==> src/rtl/conv_window_gen.sv <==
// Sliding-window generator: buffers KH-1 image rows and emits every KH x KW window
// (stride 1, no padding) with its output position, over valid/ready streams.
module conv_window_gen #(
  parameter int unsigned DATA_W = 32,
  parameter int unsigned IMG_W  = 7,
  parameter int unsigned IMG_H  = 7,
  parameter int unsigned KH     = 3,
  parameter int unsigned KW     = 3
) (
  input  logic                                       clk,
  input  logic                                       reset,
  input  logic                                       in_valid,
  output logic                                       in_ready,
  input  logic [DATA_W-1:0]                          in_data,
  output logic                                       win_valid,
  input  logic                                       win_ready,
  output logic [KH*KW*DATA_W-1:0]                    win_data,
  output logic [(IMG_H > 1 ? $clog2(IMG_H) : 1)-1:0] win_row,
  output logic [(IMG_W > 1 ? $clog2(IMG_W) : 1)-1:0] win_col,
  output logic                                       frame_done
);

  localparam int unsigned RW = IMG_H > 1 ? $clog2(IMG_H) : 1;
  localparam int unsigned CW = IMG_W > 1 ? $clog2(IMG_W) : 1;
  localparam int unsigned LB = KH > 1 ? KH - 1 : 1;

  localparam logic [RW-1:0] ROW_LAST      = RW'(IMG_H - 1);
  localparam logic [RW-1:0] ROW_FIRST_WIN = RW'(KH - 1);
  localparam logic [CW-1:0] COL_LAST      = CW'(IMG_W - 1);
  localparam logic [CW-1:0] COL_FIRST_WIN = CW'(KW - 1);

  typedef enum logic [1:0] {StFill, StRun, StLast} state_e;

  state_e            state_q;
  logic [CW-1:0]     col_q;
  logic [RW-1:0]     row_q;
  logic [DATA_W-1:0] sr_q   [KH][KW];
  logic [DATA_W-1:0] sr_d   [KH][KW];
  logic [DATA_W-1:0] col_vec[KH];
  logic [DATA_W-1:0] lb_rd  [LB];
  logic [KH*KW*DATA_W-1:0] win_flat;

  logic pix_acc, win_acc, completes, last_pix;

  // Held low during reset so every output reads 0 while reset is asserted.
  assign in_ready   = reset & (~win_valid | win_ready);
  assign pix_acc    = in_valid & in_ready;
  assign win_acc    = win_valid & win_ready;
  assign completes  = (row_q >= ROW_FIRST_WIN) && (col_q >= COL_FIRST_WIN);
  assign last_pix   = (row_q == ROW_LAST) && (col_q == COL_LAST);
  assign frame_done = win_acc && (state_q == StLast);

  // Line buffers: lb_q[0] holds the oldest buffered row; contents need no reset.
  if (KH > 1) begin : g_lb
    logic [DATA_W-1:0] lb_q [KH-1][IMG_W];

    always_ff @(posedge clk) begin
      if (pix_acc) begin
        for (int r = 0; r < int'(KH) - 2; r++) begin
          lb_q[r][col_q] <= lb_q[r+1][col_q];
        end
        lb_q[KH-2][col_q] <= in_data;
      end
    end

    always_comb begin
      for (int r = 0; r < int'(KH) - 1; r++) begin
        lb_rd[r] = lb_q[r][col_q];
      end
    end
  end else begin : g_no_lb
    assign lb_rd[0] = '0;
  end

  always_comb begin
    for (int r = 0; r < int'(KH) - 1; r++) begin
      col_vec[r] = lb_rd[r];
    end
    col_vec[KH-1] = in_data;
  end

  // Window shift register moves left one column; the new column enters at c = KW-1.
  always_comb begin
    for (int r = 0; r < int'(KH); r++) begin
      for (int c = 0; c < int'(KW) - 1; c++) begin
        sr_d[r][c] = sr_q[r][c+1];
      end
      sr_d[r][KW-1] = col_vec[r];
    end
  end

  always_comb begin
    win_flat = '0;
    for (int r = 0; r < int'(KH); r++) begin
      for (int c = 0; c < int'(KW); c++) begin
        win_flat[(r*KW+c)*DATA_W +: DATA_W] = sr_d[r][c];
      end
    end
  end

  always_ff @(posedge clk or negedge reset) begin
    if (!reset) begin
      state_q   <= StFill;
      col_q     <= '0;
      row_q     <= '0;
      sr_q      <= '{default: '0};
      win_valid <= 1'b0;
      win_data  <= '0;
      win_row   <= '0;
      win_col   <= '0;
    end else if (pix_acc) begin
      sr_q <= sr_d;
      if (col_q == COL_LAST) begin
        col_q <= '0;
        row_q <= (row_q == ROW_LAST) ? '0 : row_q + 1'b1;
      end else begin
        col_q <= col_q + 1'b1;
      end
      if (completes) begin
        win_valid <= 1'b1;
        win_data  <= win_flat;
        win_row   <= row_q - ROW_FIRST_WIN;
        win_col   <= col_q - COL_FIRST_WIN;
      end else if (win_acc) begin
        win_valid <= 1'b0;
      end
      if (last_pix) begin
        state_q <= StLast;
      end else if (row_q >= ROW_FIRST_WIN) begin
        state_q <= StRun;
      end else begin
        state_q <= StFill;
      end
    end else if (win_acc) begin
      win_valid <= 1'b0;
      if (state_q == StLast) begin
        state_q <= StFill;
      end
    end
  end

endmodule
==> config.mk <==
export PLATFORM = sky130hd
export DESIGN_NAME = conv_window_gen
export DESIGN_NICKNAME = d
export VERILOG_FILES = /design/src/rtl/conv_window_gen.sv
export SDC_FILE = /design/constraint.sdc
export NUM_CORES = 1
export LEC_CHECK = 0
export BUFFER_PORTS_ARGS = -buffer_cell sky130_fd_sc_hd__buf_4
export CORE_MARGIN = 2
export CORE_UTILIZATION = 25
export CTS_BUF_LIST = sky130_fd_sc_hd__clkbuf_8 sky130_fd_sc_hd__clkbuf_16
export CTS_CLUSTER_DIAMETER = 60
export DETAILED_ROUTE_END_ITERATION = 16
export GPL_TIMING_DRIVEN = 0
export HOLD_SLACK_MARGIN = 0.06
export PLACE_DENSITY = 0.36
export SYNTH_ARGS = -nofsm -noshare
export SYNTH_HDL_FRONTEND = slang
export SYNTH_SLANG_ARGS = --single-unit
export TNS_END_PERCENT = 1
==> constraint.sdc <==
create_clock -name clk -period 6.2 [get_ports clk]
set_input_delay 0.31 -clock clk [delete_from_list [all_inputs] [get_ports clk]]
set_output_delay 0.31 -clock clk [all_outputs]
set_load 0.01 [all_outputs]
Word level (Yosys, flattened, before mapping). Memories as Yosys holds them, arrays and structs flattened. Cells that the tools add are included.

Bitwise gates (word level): 6. Equal/unequal tests: 3. Reduce and logical (&&, ||, !) cells: 9. Shift-type cells: 0. Magnitude comparators: 4. Muxes and demuxes: 20. Multiply operators: 0. Divide/modulo/power cells: 0. Add/subtract/negate cells: 4.

Operators by type and width (number): $mux 224 (1); $bmux 32 s3 (2); $mux 32 (5); $demux 32 s3 (1); $mux 2 (4); $add 3x1->3 const B (2); $eq 3x3->1 const B (2); $ge 3x2->1 const B (2); $mux 3 (2); $reduce_and 2->1 (3); $sub 3x2->3 const B (2); $mux 1 (5); $ge 4x4->1 const B (1); $logic_and 1x1->1 (4); $lt 4x1->1 const B (1); $not 3->4 (1); $reduce_bool 2->1 (2); $and 1x1->1 (3); $eq 2x2->1 const B (1); $not 1->1 (1); $or 1x1->1 (1).

Bits in registers: 495. Memories: 1. RAM bits: 448. Latch bits: 0. Logic and storage cells: 60. Output and inout bits: 297. ROM bits: 0.

Memories: g_lb.lb_q (words 2, bits a word 224, rd ports 2, clocked after Yosys merged registers in 0, write ports 2, RTL line 55) `logic [DATA_W-1:0] lb_q [KH-1][IMG_W];`.

Depth between registers and ports, before layout. Gate-level depths: netlist of run 1.

Depth after elaboration: 6. Depth in mapped cells: 11.

Least setup slack after synthesis of run 1. OpenSTA, ideal clock, no wires.

Path type: register to register. Start: reg col_q[2]. End: mem g_lb.lb_q[0][100] (netlist bit) (enable). Setup slack: 2.876 ns. Clock period less this slack: 3.324 ns. Setup time: 0.429 ns. Required time: 5.771 ns. Arrival: 2.895 ns. Stages on the path, launching flop included: 7. Cells stage by stage: dfrtp_1 clkbuf_1 inv_1 clkbuf_1 clkbuf_1 ha_1 and3_1.

RTL lines: start, declared (RTL line 35) `logic [CW-1:0] col_q;`; start signal, assigned (RTL line 117) `col_q <= col_q + 1'b1;`; end, declared (RTL line 55).

==> results of run 1 <==
## where the power goes
group | internal (mW) | leakage, nW | switching [mW]
registers | 8.64 | 10.1 | 1.03
clock network | 3.89 | 1.96 | 2.71
logic | 3.17 | 7.19 | 4.75
total | 15.7 | 19.3 | 8.49
## critical path: stages
cell and delay (ns):
dlygate4sd3_1 0.57, buf_8 0.55, buf_16 0.40, buf_16 0.39, nand3_1 0.83, clkbuf_1 0.58
clkbuf_1 0.48, nor2_1 0.37, and2_4 0.74, buf_12 0.32
## timing repair
item | CTS | global route
hold buffers | 34 | 0
buffers inserted | 0 | 0
hold endpoints to repair | 389 | 0
## cell usage in the layout, fill, tap and decap left out, drive strengths merged, types with 34 or more instances in the layout
master / n
a22oi: 64
buf: 436
clkbuf: 197
clkinv: 37
dfrtp: 495
dlygate4sd3: 34
edfxtp: 448
inv: 200
mux2: 229
mux2i: 259
nand2: 453
o21ai: 129
o22ai: 64
## synthesized netlist by cell type, types with 2 or more instances
cell / number / share of area [%]
a21oi_1: 2 / 0.028
a22oi_1: 64 / 1.3
a31oi_1: 3 / 0.052
and2_1: 6 / 0.10
and3_1: 4 / 0.070
buf_1: 6 / 0.063
buf_2: 40 / 0.56
buf_4: 21 / 0.44
buf_6: 2 / 0.063
buf_8: 5 / 0.21
clkbuf_1: 62 / 0.65
dfrtp_1: 495 / 35
edfxtp_1: 448 / 37
ha_1: 6 / 0.21
inv_1: 167 / 1.7
mux2_2: 229 / 7.2
mux2i_1: 259 / 7.2
nand2_1: 453 / 4.7
nand2b_1: 2 / 0.035
nand3_1: 4 / 0.056
nor2_1: 5 / 0.052
nor2b_1: 2 / 0.035
o21ai_0: 127 / 1.8
o21ai_1: 2 / 0.028
o22ai_1: 64 / 1.1
## worst max-delay path by stage
stage | start | end | slack, ns | depth (start not counted)
after floorplan | col_q[2]$_DFFE_PN0P_ | g_lb.lb_q[0][100]$_DFFE_PP_ | 2.88 | 6
after global placement | reset | g_lb.lb_q[0][141]$_DFFE_PP_ | -7.66 | 6
after detailed placement | reset | g_lb.lb_q[0][141]$_DFFE_PP_ | 0.23 | 9
after CTS | reset | g_lb.lb_q[0][138]$_DFFE_PP_ | 0.41 | 10
after global routing | reset | g_lb.lb_q[0][137]$_DFFE_PP_ | 0.19 | 10
final | reset | g_lb.lb_q[0][137]$_DFFE_PP_ | 0.61 | 10
## cell type report
class | count | area (µm²) | area share (%)
timing repair buffer | 396 | 3310 | 7.28
antenna | 1 | 2.50 | 0.00551
clock buffer | 135 | 3180 | 7.00
multi-input combinational | 1242 | 8730 | 19.2
clock inverter | 81 | 602 | 1.33
inverter | 167 | 627 | 1.38
buffer | 136 | 713 | 1.57
sequential | 943 | 25800 | 56.9
tap | 1903 | 2380 | 5.25
## logic make-up after synthesis
group	Yosys count	synth area share, %
AOI/OAI and AO/OA	266	4.42
xor gates and xnor gates	1	0.0244
adders and majority gates	6	0.209
buffers and inverters	303	3.73
DFF	943	72.0
muxes	488	14.4
and+or+nand+nor	481	5.19
## layer usage
metal  wire length (µm)  vias to the layer above
met4               3020                        0
met1              51400                    11000
li1                   -                     9758
met5                  0                        -
met2              53800                      501
met3               5660                      146
## stage by stage
| step | setup slack [ns] | setup TNS (ns) | utilization, % |
|---|---|---|---|
| after global placement | -7.66 | -4371.01 | 28.5 |
| final | 0.614 | 0 | 31.7 |
| after detailed placement | 0.228 | 0 | 28.9 |
| after floorplan | 2.88 | 0 | - |
| after global routing | 0.187 | 0 | 31.7 |
| after CTS | 0.406 | 0 | 31.7 |
## state kept, by name (all words and copies together), names as in the netlist
name	cells
win_data	288
win_row	3
win_valid	1
state_q	2
row_q	3
win_col	3
g_lb.lb_q	448
sr_d	192
col_q	3
==> qor.csv, run 1 <==
stage;metric;value;unit
detailed_routing;Routed Antenna Nets;0;
final_layout;fin cells;5004;
floorplan;core footprint;143000;µm²
sta;Final Critical Period;5.59;ns
clocking;Root Buffer;clkbuf_16;
critical_path;Crit Path Class;input pin to register;
yosys;Mapped Cells;2488;
clocking;total CTS buffers;115;
final_layout;Nets;3043;
sta;clock skew;0.0280;ns
floorplan;die area;147000;µm²
sta;worst-margin pin slew;1.25;ns
yosys;Yosys warning total;0;
critical_path;crit path launch type;input pin;
yosys;Syn Nets;2530;
yosys;Synth async-reset ratio;52.5;%
power_and_ir_drop;Peak VDD IR;0.000282;V
yosys;Post-synth top flop;dfrtp_1;
critical_path;CP Data Arrival Time;5.98;ns
yosys;synthesized cell area;35900;µm²
detailed_routing;DR pass1 iterations;6;
critical_path;R2R setup slack;2.05;ns
clocking;CTS tree;built;
detailed_routing;drt total wl;114000;µm
power_and_ir_drop;final total power;24.2;mW
detailed_routing;routed vias;21400;
global_route;GR Layer Usage met1;20.4;%
sta;part of the cycle the worst path needs;90.1;%
power_and_ir_drop;power density cells;533;nW/µm²
floorplan;Die W;383;µm
global_route;first-pass GRT wire length;163000;µm
clocking;CTS sink count;943;
clocking;clk slew on worst S/H paths;0.05;ns
global_route;global route hottest layer;met2;
yosys;register area share after synthesis;72.0;%
placed_design;post-placement cell area;41300;µm²
global_route;vias in the first global route;22700;
detailed_routing;Via density;4.28;
yosys;syn_area_per_cell;14.4;µm²
clocking;# resized after CTS;0;
min_path;HP Class;input pin to asynchronous set/reset pin;
clocking;Skew-Pair Late Insertion Delay;0.72;ns
critical_path;end of the worst register-to-register path;g_lb.lb_q[0][137]$_DFFE_PP_;
critical_path;Worst setup EP type;register;
clocking;Clock Path Buffers;3;
sta;Hold WS;0.212;ns
global_route;initial antenna violation count;5;
final_layout;fillers;14300;
global_route;Congestion Overflow GR;0;
status;status;complete, no violations;
yosys;Yosys cell types;35;
sta;final slew viol count;0;
global_route;largest net degree at the start of global routing;117;
critical_path;R2R depth;7;
sta;final setup fails;0;
sta;Final Hold Viols;0;
placed_design;post-detail-place hpwl;78000;µm
detailed_routing;Initial DRC Count;1170;
final_layout;share of cells above drive strength 1;27.4;%
power_and_ir_drop;cell leakage power;19.3;nW
sta;f_max;0.179;GHz
yosys;Synth Register Bits;943;
detailed_routing;wire per inst;22.8;µm
placed_design;Placer Congestion;0.735;
detailed_routing;DRC errors left;0;
global_route;GRT Overall Usage;15.4;%
clocking;CTS H-tree depth;3;
placed_design;Buffers on Ports;332;
floorplan;row count;139;
yosys;EDFF count, synth;448;
critical_path;CP required;6.59;ns
global_route;met2 Use GR;25.2;%
critical_path;critical-path maximum fanout;101;
critical_path;reg2reg start;win_valid$_DFF_PN0_;
final_layout;Synth-to-Final Area Change;26.5;%
global_route;grt met3 use;2.97;%
floorplan;Initial Utilization;25.1;%
final_layout;design area;45400;µm²
placed_design;placed insts;4753;
flow_run;max cap viols;0;
sta;RSZ-0062 raised after global routing;false;
floorplan;die height;383;µm
sta;Slew headroom;15.6;%
floorplan;I/O pins;333;
No activity file was read; power rests on OpenSTA's default activity.
==> run 2, diff against run 1 <==
--- a/config.mk
+++ b/config.mk
@@ -13,7 +13,7 @@
 export DETAILED_ROUTE_END_ITERATION = 16
 export GPL_TIMING_DRIVEN = 0
 export HOLD_SLACK_MARGIN = 0.06
-export PLACE_DENSITY = 0.36
+export PLACE_DENSITY = 0.38
 export SYNTH_ARGS = -nofsm -noshare
 export SYNTH_HDL_FRONTEND = slang
 export SYNTH_SLANG_ARGS = --single-unit
==> constraint.sdc (replaced) <==
create_clock -name clk -period 4.8 [get_ports clk]
set_input_delay 0.24 -clock clk [delete_from_list [all_inputs] [get_ports clk]]
set_output_delay 0.24 -clock clk [all_outputs]
set_load 0.01 [all_outputs]
==> run 2 against run 1 <==
Net effect:
- flip-flop and latch count is the same
- critical path depth is 1 higher
- die area unchanged
- clock power increased by 36%
==> qor.csv, run 2 (synthesized netlist as in run 1, its figures left out) <==
stage;metric;value;unit
status;status;complete, no violations;
final_layout;fin cells;5022;
flow_run;max cap viols;0;
floorplan;Initial Utilization;25.1;%
final_layout;Nets;3052;
placed_design;post-placement cell area;41300;µm²
global_route;Congestion Overflow GR;0;
detailed_routing;DRC errors left;0;
critical_path;R2R setup slack;0.69;ns
sta;clock skew;0.0474;ns
detailed_routing;routed vias;21600;
power_and_ir_drop;net load switching power;11.1;mW
sta;final slew viol count;0;
detailed_routing;drt total wl;114000;µm
placed_design;Placer Congestion;0.747;
final_layout;fillers;14200;
power_and_ir_drop;power density cells;692;nW/µm²
detailed_routing;DR pass1 iterations;8;
sta;RSZ-0062 raised after global routing;false;
power_and_ir_drop;sequential power share;39.4;%
final_layout;commonest non-fill, non-tap cells in the layout;dfrtp_1 (495), nand2_1 (453), edfxtp_1 (448);
global_route;first-pass GRT wire length;164000;µm
floorplan;Die W;383;µm
final_layout;Final Core Density;32.1;%
final_layout;Synth-to-Final Area Change;27.7;%
power_and_ir_drop;Int Pwr;20.6;mW
sta;f_max;0.242;GHz
global_route;vias in the first global route;22700;
placed_design;Buffers on Ports;332;
critical_path;critical-path maximum fanout;34;
power_and_ir_drop;clock network fraction of design power;28.4;%
clocking;total CTS buffers;121;
final_layout;design area;45800;µm²
sta;Final Critical Period;4.13;ns
detailed_routing;Initial DRC Count;1305;
detailed_routing;Routed Antenna Nets;0;
floorplan;I/O pins;333;
clocking;Skew-Pair Late Insertion Delay;0.74;ns
floorplan;core footprint;143000;µm²
clocking;Root Buffer;clkbuf_16;
critical_path;Worst setup EP type;register;
sta;Setup TNS;0;ns
sta;final setup fails;0;
clocking;Clock Path Buffers;3;
sta;Final Hold Viols;0;
floorplan;die area;147000;µm²
critical_path;CP Data Arrival Time;4.51;ns
detailed_routing;Via density;4.31;
power_and_ir_drop;sw frac;35.0;%
detailed_routing;wire per inst;22.7;µm
final_layout;most common cell after layout, fill and taps aside;dfrtp_1;
clocking;CTS tree;built;
clocking;clk slew on worst S/H paths;0.06;ns
clocking;CTS H-tree depth;3;
critical_path;crit path launch type;input pin;
placed_design;placed insts;4750;
clocking;CTS sink count;943;
sta;Slew headroom;2.64;%
power_and_ir_drop;Comb pwr share;32.2;%
floorplan;die height;383;µm
global_route;largest net degree at the start of global routing;115;
global_route;GRT Overall Usage;15.6;%
min_path;HP Class;input pin to register;
sta;part of the cycle the worst path needs;86.0;%
floorplan;row count;139;
final_layout;Most flops, register;g_lb.lb_q;
placed_design;post-detail-place hpwl;77500;µm
final_layout;max FFs per register;448;
final_layout;share of cells above drive strength 1;27.6;%
power_and_ir_drop;cell leakage power;19.5;nW
power_and_ir_drop;Peak VDD IR;0.000310;V
critical_path;CP required;5.18;ns
sta;worst-margin pin slew;1.45;ns
global_route;initial antenna violation count;8;
power_and_ir_drop;final total power;31.7;mW
critical_path;Crit Path Class;input pin to register;
-- run 2: worst paths after layout --
kind | from | to | cells past startpoint
max in group asynchronous | reset | sr_d[56]$_DFFE_PN0P_ | 9
worst max-delay path | reset | g_lb.lb_q[0][201]$_DFFE_PP_ | 11
min in group asynchronous | reset | sr_d[39]$_DFFE_PN0P_ | 6
worst min register to register | sr_d[282]$_DFFE_PN0P_ | sr_d[282]$_DFFE_PN0P_ | 2
worst max register to register | win_valid$_DFF_PN0_ | g_lb.lb_q[0][201]$_DFFE_PP_ | 7
worst min-delay path | in_valid | row_q[0]$_DFFE_PN0P_ | 5
-- run 2: timing repair --
| item | CTS | global route |
|---|---|---|
| gates resized for setup | 0 | 0 |
| endpoints found under the hold margin | 474 | 0 |
| setup buffers | 0 | 0 |
| hold buffers | 40 | 0 |
-- run 2: power groups by stage --
stage	clock [mW]	sequential, mW	combinational [mW]
after floorplan	0	12.7	4.47
after global placement	0	12.7	10.0
after detailed placement	0	12.7	10.5
after CTS	9.28	12.5	10.5
after global routing	9.61	12.8	11.1
final	8.99	12.5	10.2
-- run 2: per-stage QoR --
step	hold slack, ns	worst slack, ns
after floorplan	-0.0556	1.48
after global placement	0.456	-8.88
after detailed placement	0.226	-0.468
after CTS	0.165	0.534
after global routing	0.229	0.460
final	0.227	0.670
-- run 2: worst max-delay path, stage by stage --
cell and delay, ns:
dlygate4sd3_1 0.56, buf_8 0.11, buf_16 0.09, buf_16 0.14, buf_16 0.14, nand3_1 0.73
clkbuf_1 0.55, clkbuf_1 0.47, nor2_1 0.36, and2_4 0.67, buf_16 0.31
-- run 2: metal layers --
layer  track usage [%]  vias up  wire, µm  share of wire, %
met3              3.61      147      7030               6.2
met5                 0        -         0                 0
li1                  -     9811         -                 -
met2              25.4      592     54000                47
met4              5.28        0      3300               2.9
met1              20.3    11100     49900                44
-- run 2: cell type report --
cell class                 instances  area [µm²]  area share [%]
inverter                         167         627            1.37
buffer                           136         713            1.56
multi-input combinational       1242        8730            19.1
tap                             1903        2380            5.20
antenna                            2        5.00          0.0109
timing repair buffer             399        3440            7.52
clock buffer                     143        3340            7.29
clock inverter                    87         732            1.60
sequential                       943       25800            56.4
